## src/rtl/lsu_pkg.sv

```systemverilog
// Shared definitions for the load/store unit: access-size encodings,
// FSM state type and byte-lane geometry of the 32-bit data word.
package lsu_pkg;

    localparam logic [1:0] SZ_BYTE = 2'b00;
    localparam logic [1:0] SZ_HALF = 2'b01;
    localparam logic [1:0] SZ_WORD = 2'b10;
    localparam logic [1:0] SZ_RSVD = 2'b11;

    localparam int NUM_LANES = 4;
    localparam int LANE_W    = 8;

    typedef enum logic [1:0] {
        ST_IDLE = 2'd0,
        ST_RD   = 2'd1,
        ST_WR   = 2'd2,
        ST_RSP  = 2'd3
    } lsu_state_e;

endpackage

```

## src/rtl/lsu_align.sv

```systemverilog
// Combinational byte-lane logic for the load/store unit.
// Load path: picks the byte/halfword lane from the fetched word and
// sign- or zero-extends it. Store path: merges the store data into the
// previously read word so sub-word stores become full-word writes.
// Halfword lane is chosen by addr[1] only; word and reserved sizes use the
// whole word, so low address bits are ignored for those.
module lsu_align
    import lsu_pkg::*;
(
    input  logic [1:0]  size_i,
    input  logic        uns_i,
    input  logic [1:0]  addr_lo_i,
    input  logic [31:0] ld_word_i,
    input  logic [31:0] st_old_i,
    input  logic [31:0] st_wdata_i,
    output logic [31:0] ld_data_o,
    output logic [31:0] st_word_o
);

    logic [7:0]  ld_byte;
    logic [15:0] ld_half;
    logic [7:0]  merged [NUM_LANES];

    assign ld_byte = ld_word_i[{addr_lo_i, 3'b000} +: 8];
    assign ld_half = ld_word_i[{addr_lo_i[1], 4'b0000} +: 16];

    // Extend the selected lane according to access size and signedness.
    always_comb begin
        ld_data_o = ld_word_i;
        case (size_i)
            SZ_BYTE: ld_data_o = uns_i ? {24'b0, ld_byte} : {{24{ld_byte[7]}}, ld_byte};
            SZ_HALF: ld_data_o = uns_i ? {16'b0, ld_half} : {{16{ld_half[15]}}, ld_half};
            default: ld_data_o = ld_word_i;
        endcase
    end

    // Per-lane store merge: a lane takes new data only if the access covers it.
    genvar gi;
    generate
        for (gi = 0; gi < NUM_LANES; gi++) begin : g_lane
            localparam logic [1:0] LANE_IDX = 2'(gi);
            assign merged[gi] =
                (size_i == SZ_BYTE) ?
                    ((addr_lo_i == LANE_IDX) ? st_wdata_i[7:0] : st_old_i[LANE_W*gi +: LANE_W]) :
                (size_i == SZ_HALF) ?
                    ((addr_lo_i[1] == LANE_IDX[1]) ? st_wdata_i[LANE_W*(gi%2) +: LANE_W]
                                                   : st_old_i[LANE_W*gi +: LANE_W]) :
                    st_wdata_i[LANE_W*gi +: LANE_W];
        end
    endgenerate

    assign st_word_o = {merged[3], merged[2], merged[1], merged[0]};

endmodule

```

## src/rtl/load_store_unit.sv

```systemverilog
// Load/store unit: initiator side of the word-addressed data memory.
// Requests arrive over valid/ready, responses leave over valid/ready.
// Sub-word stores are done as read-modify-write (RD then WR).
// Optional feature macro: LSU_MISALIGN_TRAP_EN -- when defined, misaligned
// half/word accesses and the reserved size answer immediately with rsp_err=1
// and touch no memory; when undefined, rsp_err is tied low.
module load_store_unit
    import lsu_pkg::*;
#(
    parameter int DATA_W = 32,
    parameter int ADDR_W = 32
) (
    input  logic              clk,
    input  logic              reset,
    input  logic              req_valid,
    output logic              req_ready,
    input  logic              req_we,
    input  logic [1:0]        req_size,
    input  logic              req_unsigned,
    input  logic [ADDR_W-1:0] req_addr,
    input  logic [DATA_W-1:0] req_wdata,
    output logic              rsp_valid,
    input  logic              rsp_ready,
    output logic [DATA_W-1:0] rsp_rdata,
    output logic              rsp_err,
    output logic [ADDR_W-1:0] mem_address,
    output logic              mem_read,
    output logic              mem_write,
    output logic [DATA_W-1:0] mem_write_data,
    input  logic [DATA_W-1:0] mem_read_data
);

    lsu_state_e        state_q;
    logic              we_q;
    logic [1:0]        size_q;
    logic              uns_q;
    logic [ADDR_W-1:0] addr_q;
    logic [DATA_W-1:0] wdata_q;
    logic [DATA_W-1:0] rdata_q;
    logic              rsp_valid_q;
    logic [DATA_W-1:0] rsp_rdata_q;
    logic [DATA_W-1:0] ld_data_d;
    logic [DATA_W-1:0] st_word_d;

`ifdef LSU_MISALIGN_TRAP_EN
    logic rsp_err_q;
    logic misalign_d;

    // Misaligned half/word or reserved size in the incoming request.
    assign misalign_d = (req_size == SZ_RSVD) ||
                        ((req_size == SZ_HALF) && req_addr[0]) ||
                        ((req_size == SZ_WORD) && (req_addr[1:0] != 2'b00));
    assign rsp_err = rsp_err_q;
`else
    assign rsp_err = 1'b0;
`endif

    lsu_align u_align (
        .size_i     (size_q),
        .uns_i      (uns_q),
        .addr_lo_i  (addr_q[1:0]),
        .ld_word_i  (mem_read_data),
        .st_old_i   (rdata_q),
        .st_wdata_i (wdata_q),
        .ld_data_o  (ld_data_d),
        .st_word_o  (st_word_d)
    );

    // Request/response FSM; all latched request and response state lives here.
    always_ff @(posedge clk) begin
        if (reset) begin
            state_q     <= ST_IDLE;
            we_q        <= 1'b0;
            size_q      <= SZ_BYTE;
            uns_q       <= 1'b0;
            addr_q      <= '0;
            wdata_q     <= '0;
            rdata_q     <= '0;
            rsp_valid_q <= 1'b0;
            rsp_rdata_q <= '0;
`ifdef LSU_MISALIGN_TRAP_EN
            rsp_err_q   <= 1'b0;
`endif
        end else begin
            case (state_q)
                ST_IDLE: begin
                    if (req_valid) begin
                        we_q    <= req_we;
                        size_q  <= req_size;
                        uns_q   <= req_unsigned;
                        addr_q  <= req_addr;
                        wdata_q <= req_wdata;
`ifdef LSU_MISALIGN_TRAP_EN
                        if (misalign_d) begin
                            state_q     <= ST_RSP;
                            rsp_valid_q <= 1'b1;
                            rsp_rdata_q <= '0;
                            rsp_err_q   <= 1'b1;
                        end else
`endif
                        // size[1] set means word (reserved size behaves as word)
                        if (req_we && req_size[1]) begin
                            state_q <= ST_WR;
                        end else begin
                            state_q <= ST_RD;
                        end
                    end
                end
                ST_RD: begin
                    rdata_q <= mem_read_data;
                    if (we_q) begin
                        state_q <= ST_WR;
                    end else begin
                        state_q     <= ST_RSP;
                        rsp_valid_q <= 1'b1;
                        rsp_rdata_q <= ld_data_d;
`ifdef LSU_MISALIGN_TRAP_EN
                        rsp_err_q   <= 1'b0;
`endif
                    end
                end
                ST_WR: begin
                    state_q     <= ST_RSP;
                    rsp_valid_q <= 1'b1;
                    rsp_rdata_q <= '0;
`ifdef LSU_MISALIGN_TRAP_EN
                    rsp_err_q   <= 1'b0;
`endif
                end
                default: begin
                    if (rsp_ready) begin
                        state_q     <= ST_IDLE;
                        rsp_valid_q <= 1'b0;
                    end
                end
            endcase
        end
    end

    // Memory strobes are gated by reset so an interrupted RMW never writes.
    assign req_ready      = (state_q == ST_IDLE);
    assign rsp_valid      = rsp_valid_q;
    assign rsp_rdata      = rsp_rdata_q;
    assign mem_read       = (state_q == ST_RD) && !reset;
    assign mem_write      = (state_q == ST_WR) && !reset;
    assign mem_address    = ((state_q == ST_RD) || (state_q == ST_WR)) ?
                            {2'b00, addr_q[ADDR_W-1:2]} : '0;
    assign mem_write_data = (state_q == ST_WR) ? st_word_d : '0;

endmodule

```

## config.mk

```make
export PLATFORM = sky130hd
export DESIGN_NAME = load_store_unit
export DESIGN_NICKNAME = d
export VERILOG_FILES = /design/src/rtl/lsu_pkg.sv /design/src/rtl/lsu_align.sv /design/src/rtl/load_store_unit.sv
export SDC_FILE = /design/constraint.sdc
export NUM_CORES = 1
export LEC_CHECK = 0
export ABC_AREA = 1
export ABC_CLOCK_PERIOD_IN_PS = 4400
export CAP_MARGIN = 0
export CORE_ASPECT_RATIO = 0.5
export CORE_MARGIN = 2
export CORE_UTILIZATION = 50
export CTS_BUF_LIST = sky130_fd_sc_hd__clkbuf_4 sky130_fd_sc_hd__clkbuf_8
export DETAILED_ROUTE_END_ITERATION = 7
export HOLD_SLACK_MARGIN = 0.08
export PLACE_DENSITY = 0.88
export SLEW_MARGIN = 10
export SYNTH_ARGS = -nofsm -noshare
export SYNTH_HDL_FRONTEND = slang
export SYNTH_SLANG_ARGS = --single-unit
```

## constraint.sdc

```tcl
create_clock -name clk -period 4.4 [get_ports clk]
set_clock_uncertainty 0.1 [all_clocks]
set_input_delay 1.32 -clock clk [delete_from_list [all_inputs] [get_ports clk]]
set_output_delay 1.32 -clock clk [all_outputs]
set_load 0.02 [all_outputs]
```

=== After elaboration in Yosys (flattened, before gate mapping) ===
Index checks and enable logic that the tools add are counted.

* Eq/ne operators: 8
* Shift operators: 2
* Muxes and demuxes: 31
* Bitwise operators: 1
* Reductions and logical operators: 15

{| class="wikitable"
|+ Operator list
! kind !! count
|-
| $mux 32 || 4
|-
| $mux 8 || 16
|-
| $pmux 32 s2 || 2
|-
| $shiftx 32x6->16 || 1
|-
| $shiftx 32x6->8 || 1
|-
| $mux 30 || 1
|-
| $eq 2x1->1 const B || 3
|-
| $eq 2x2->1 const B || 3
|-
| $logic_not 2->1 || 3
|-
| $mux 2 || 3
|-
| $pmux 2 s3 || 1
|-
| $reduce_and 2->1 || 3
|-
| $ne 2x2->1 const B || 2
|-
| $reduce_bool 4->1 || 1
|-
| $logic_and 1x1->1 || 3
|-
| $mux 1 || 3
|-
| $pmux 1 s3 || 1
|-
| $reduce_and 3->1 || 1
|-
| $reduce_bool 3->1 || 1
|-
| $reduce_bool 2->1 || 1
|-
| $logic_not 1->1 || 1
|-
| $logic_or 1x1->1 || 1
|-
| $not 1->1 || 1
|}

* Register bits: 135
* Input bits: 104
* Output and inout port bits: 101
* Word-level logic and storage cells: 66

=== Depth between registers and ports, before layout ===
* Word-level depth: 5
* Gate-level depth with buffers: 10
* Gate-level depth less buffers: 9

=== Cells and area by module ===
Synthesis repeated with hierarchy kept, for this count alone.

* Cell total of the unflattened synthesis: 1118
* Area, all modules: 7111.8 µm²

{| class="wikitable"
|+ Modules (own cells, without submodules)
! module !! instances !! cells each !! area an instance (µm²) !! sequential area each (µm²)
|-
| load_store_unit || 1 || 784 || 5541.6 || 2702.6
|-
| lsu_align || 1 || 334 || 1570.3 || 0.0
|}

=== Worst setup path before layout ===
OpenSTA, ideal clock, no wires.

* Path type: in2out
* From: in reset
* To: out mem_read
* Arrival time: 2.014 ns
* Required time: 2.980 ns
* Setup slack: 0.966 ns
* Stages on the path: 3
* Path buffers: 2
* Path through: clkbuf_1 -> clkbuf_1 -> nor2_1

* Longest elaborated chain between the ends: 2

{| class="wikitable"
|+ Ends and longest elaborated chain
! element !! RTL line !! RTL
|-
| start, declared || load_store_unit.sv:14 || <nowiki>input logic reset,</nowiki>
|-
| $logic_not 1->1 || load_store_unit.sv:144 || <nowiki>assign mem_read = (state_q == ST_RD) && !reset;</nowiki>
|-
| $logic_and 1x1->1 || load_store_unit.sv:144 ||
|-
| end, declared || load_store_unit.sv:27 || <nowiki>output logic mem_read,</nowiki>
|}

No other way between the ends.

=== Final worst setup path ===
* From: reg size_q[1]
* To: out mem_write_data[30]

* Longest elaborated chain between the ends: 4
* Elaborated cells on any way between the ends: 5
* Those cells by class: eq/ne (1); mux (3); reduce/logical (1)

{| class="wikitable"
|+ Ends and longest elaborated chain
! element !! RTL line !! RTL
|-
| start, declared || load_store_unit.sv:35 || <nowiki>logic [1:0] size_q;</nowiki>
|-
| start signal, assigned || load_store_unit.sv:89 || <nowiki>size_q <= req_size;</nowiki>
|-
| $eq 2x1->1 || lsu_align.sv:45 || <nowiki>(size_i == SZ_HALF) ?</nowiki>
|-
| $mux 8 || lsu_align.sv:45 ||
|-
| $mux 8 (*) || lsu_align.sv:43 || <nowiki>(size_i == SZ_BYTE) ?</nowiki>
|-
| $mux 32 (*) || load_store_unit.sv:148 || <nowiki>assign mem_write_data = (state_q == ST_WR) ? st_word_d : '0;</nowiki>
|-
| end, declared || load_store_unit.sv:29 || <nowiki>output logic [DATA_W-1:0] mem_write_data,</nowiki>
|}

Every way passes the cells marked *; elsewhere a longest branch is shown, timed or not.

==> impl_metrics.ini <==
[power]
p_per_area_mw_per_mm2 = 601
vdd_drop_max_mv = 0.363
power_mw = 5.49
switchingPower_mw = 2.32
power.internal_mw = 3.17
p_sw_share_pct = 42.3
comb_power_share_pct = 45.2
power_frac_seq_pct = 31.5
power.leakage_nw = 3.68
clock_power_share_pct = 23.3

[synthesis]
synthMuxAreaShare_pct = 0
syn_avg_cell_area_um2 = 6.64
netlist_area_mm2 = 0.00661
synth_compound_area_share_pct = 22.0
yosys-top-cells-count = nand2_1 (330), a21oi_1 (144), dfxtp_1 (135)
yosysSeqAreaShare_pct = 40.9
synthArstFlopShare_pct = 0
synth_most_common_cell = nand2_1
synth_top_family_by_area = simple AND/OR/NAND/NOR gates
synth-adder-area-share_pct = 0.757
yosys.area_share.simple_pct = 26.8
synth_edf_count = 0
synthTopCellsByArea = dfxtp_1 (41%), nand2_1 (19%), a21oi_1 (11%)
synthXorXnorAreaFrac_pct = 0
synth_top_cell_by_area = dfxtp_1
ys_ff_latch = 135
synth_top_area_share_pct = 40.9
postSynthCellCount = 996
yosys_most_used_dff = dfxtp_1
ys_types = 31
synth_warnings = 0

[global_route]
grt_max_degree = 83
grt_pass1_wl_um = 35300
antenna_found_initial = 0
grt_remaining_overflow = 0
grt_use_total_pct = 31.1
grt_pass1_vias = 6952

[place]
place_congestion = 0.905
dpl.hpwl_um = 15700
port_buffers = 201

[route]
num_vias = 7456
drt-vias-per-instance = 5.55
avgRoutedWirePerCell_um = 16.8
postRouteAntennaNets = 0
dr.pass1.iters = 6
drc_errors = 0
drtIter0Drc = 870
wirelength_um = 22500

[sta]
max_freq_mhz = 238
tns_ns = 0
worst-slew-pin-transition_ns = 0.955
timing.final.crit_share_pct = 95.5
slew_violations = 0
timing.final.hold_violations = 0
rsz0062_at_grt = no
slew_headroom_pct = 36.3
min_period_ns = 4.20
final-setup-viol-count = 0
holdWs_ns = 0.367

[cells_and_area]
fin_nets = 1269
antenna_cells = 0
drive_gt1_share_pct = 6.05
area_growth_pct = 38.0

[clock_network]
cts_setup_buffers = 0
htreeDepth = 4
cts-root-buf = clkbuf_8
clk_pin_slew_ns = 0.08
clk_path_buf_depth = 2
cts_resized = 0
cts_tree = done
cts_made_buffers = 17
clock-sinks = 135
cts_hold_buf = 0
worstSkewPairLatency_ns = 0.44

[die]
initial_core_util_pct = 51.8
die_area_mm2 = 0.0142
die_w_um = 167
die_h_um = 85.3
boundaryPins = 205
rows = 29
core_mm2 = 0.0128

[worst_setup_path]
crit_path_end = mem_write_data[30]
path_class = reg -> out
worstPathMaxFanout = 20
crit_path_end_kind = output pin
rr_endpoint = rsp_rdata[2]
r2r-start = state_q[1]
worstPathRequired_ns = 2.98
critPathArrivalTime_ns = 2.78
r2r_cells = 8
r2r_setup_slack_ns = 1.96
startpoint_type = flop
startpoint = size_q[1]

[flow_run]
drv_cap = 0

[run_status]
status = completed

[hold_path]
hold_start = rsp_rdata[30]
hold_path_class = reg -> reg
-- cell type report --
cell class	instances	area (µm²)
Multi-Input combinational cell	710	3290
Fill cell	1012	3650
Inverter	82	308
Sequential cell	135	2700
Clock buffer	21	277
Clock inverter	11	220
Timing Repair Buffer	215	2110
Tap cell	170	213
-- cell families (layout without fill, tap and decap cells) --
family | after synthesis | after routing
simple gates | 443 | 443
other cells | 1 | 3
fa+ha+maj | 4 | 4
buf+inv | 153 | 329
flops | 135 | 135
compound gates | 260 | 260
-- registers in the layout, indices dropped and copies added (netlist names) --
register,cells
uns_q,1
rsp_valid,1
rdata_q,32
addr_q,32
size_q,2
wdata_q,32
we_q,1
rsp_rdata,32
state_q,2
-- worst min-delay path by stage --
stage / cells after the start / slack [ns] / to
after floorplan: 2 / 0.34 / rdata_q[0]
after global placement: 2 / 0.35 / addr_q[10]
after detailed placement: 2 / 0.36 / rdata_q[1]
after CTS: 2 / 0.37 / wdata_q[30]
after global routing: 2 / 0.38 / addr_q[7]
final: 2 / 0.37 / rsp_rdata[30]
-- metal layers --
layer	wire length (µm)	GRT usage (%)	vias to the layer above
li1	-	-	3552
met5	0	0	-
met2	10000	49.6	446
met1	9230	39.8	3389
met4	681	13.2	0
met3	2560	9.00	69
-- worst max-delay path: stages, from the launching register on --
cell and delay, ns:
dfxtp_1 0.47, nor2_2 0.27, nand2_2 0.08, buf_4 0.23, inv_1 0.25, a22oi_1 0.14
a21oi_1 0.25, clkdlybuf4s50_1 0.65
-- power by group through the flow --
stage               logic [mW]  registers [mW]  clock network, mW
floorplan                 1.55            1.77                  0
global placement          2.37            1.73                  0
detailed placement        2.42            1.74                  0
CTS                       2.44            1.72               1.28
global route              2.70            1.75               1.33
finish                    2.48            1.73               1.28
-- stage by stage --
step	area (µm²)	utilization, %	setup WS (ns)	std cells
global route	9130	71.4	0.0132	1344
finish	9130	71.4	0.198	1344
floorplan	6620	-	0.966	998
global placement	8630	67.5	0.742	1312
detailed placement	8630	67.5	0.662	1312
CTS	9120	71.4	0.179	1344
-- cells in the final DEF, fill, tap and decap left out, drive strengths merged --
cell type / instances
inv: 81
a211oi: 24
clkbuf: 21
nand4: 1
conb: 3
or2: 1
bufinv: 6
a21oi: 147
dfxtp: 135
nand2: 335
o21ai: 55
nor2: 70
o22ai: 2
a22oi: 9
clkdlybuf4s50: 200
ha: 4
buf: 15
a31oi: 6
nand3: 36
clkinv: 6
o211ai: 17
Power figures use the tool's default switching activity.
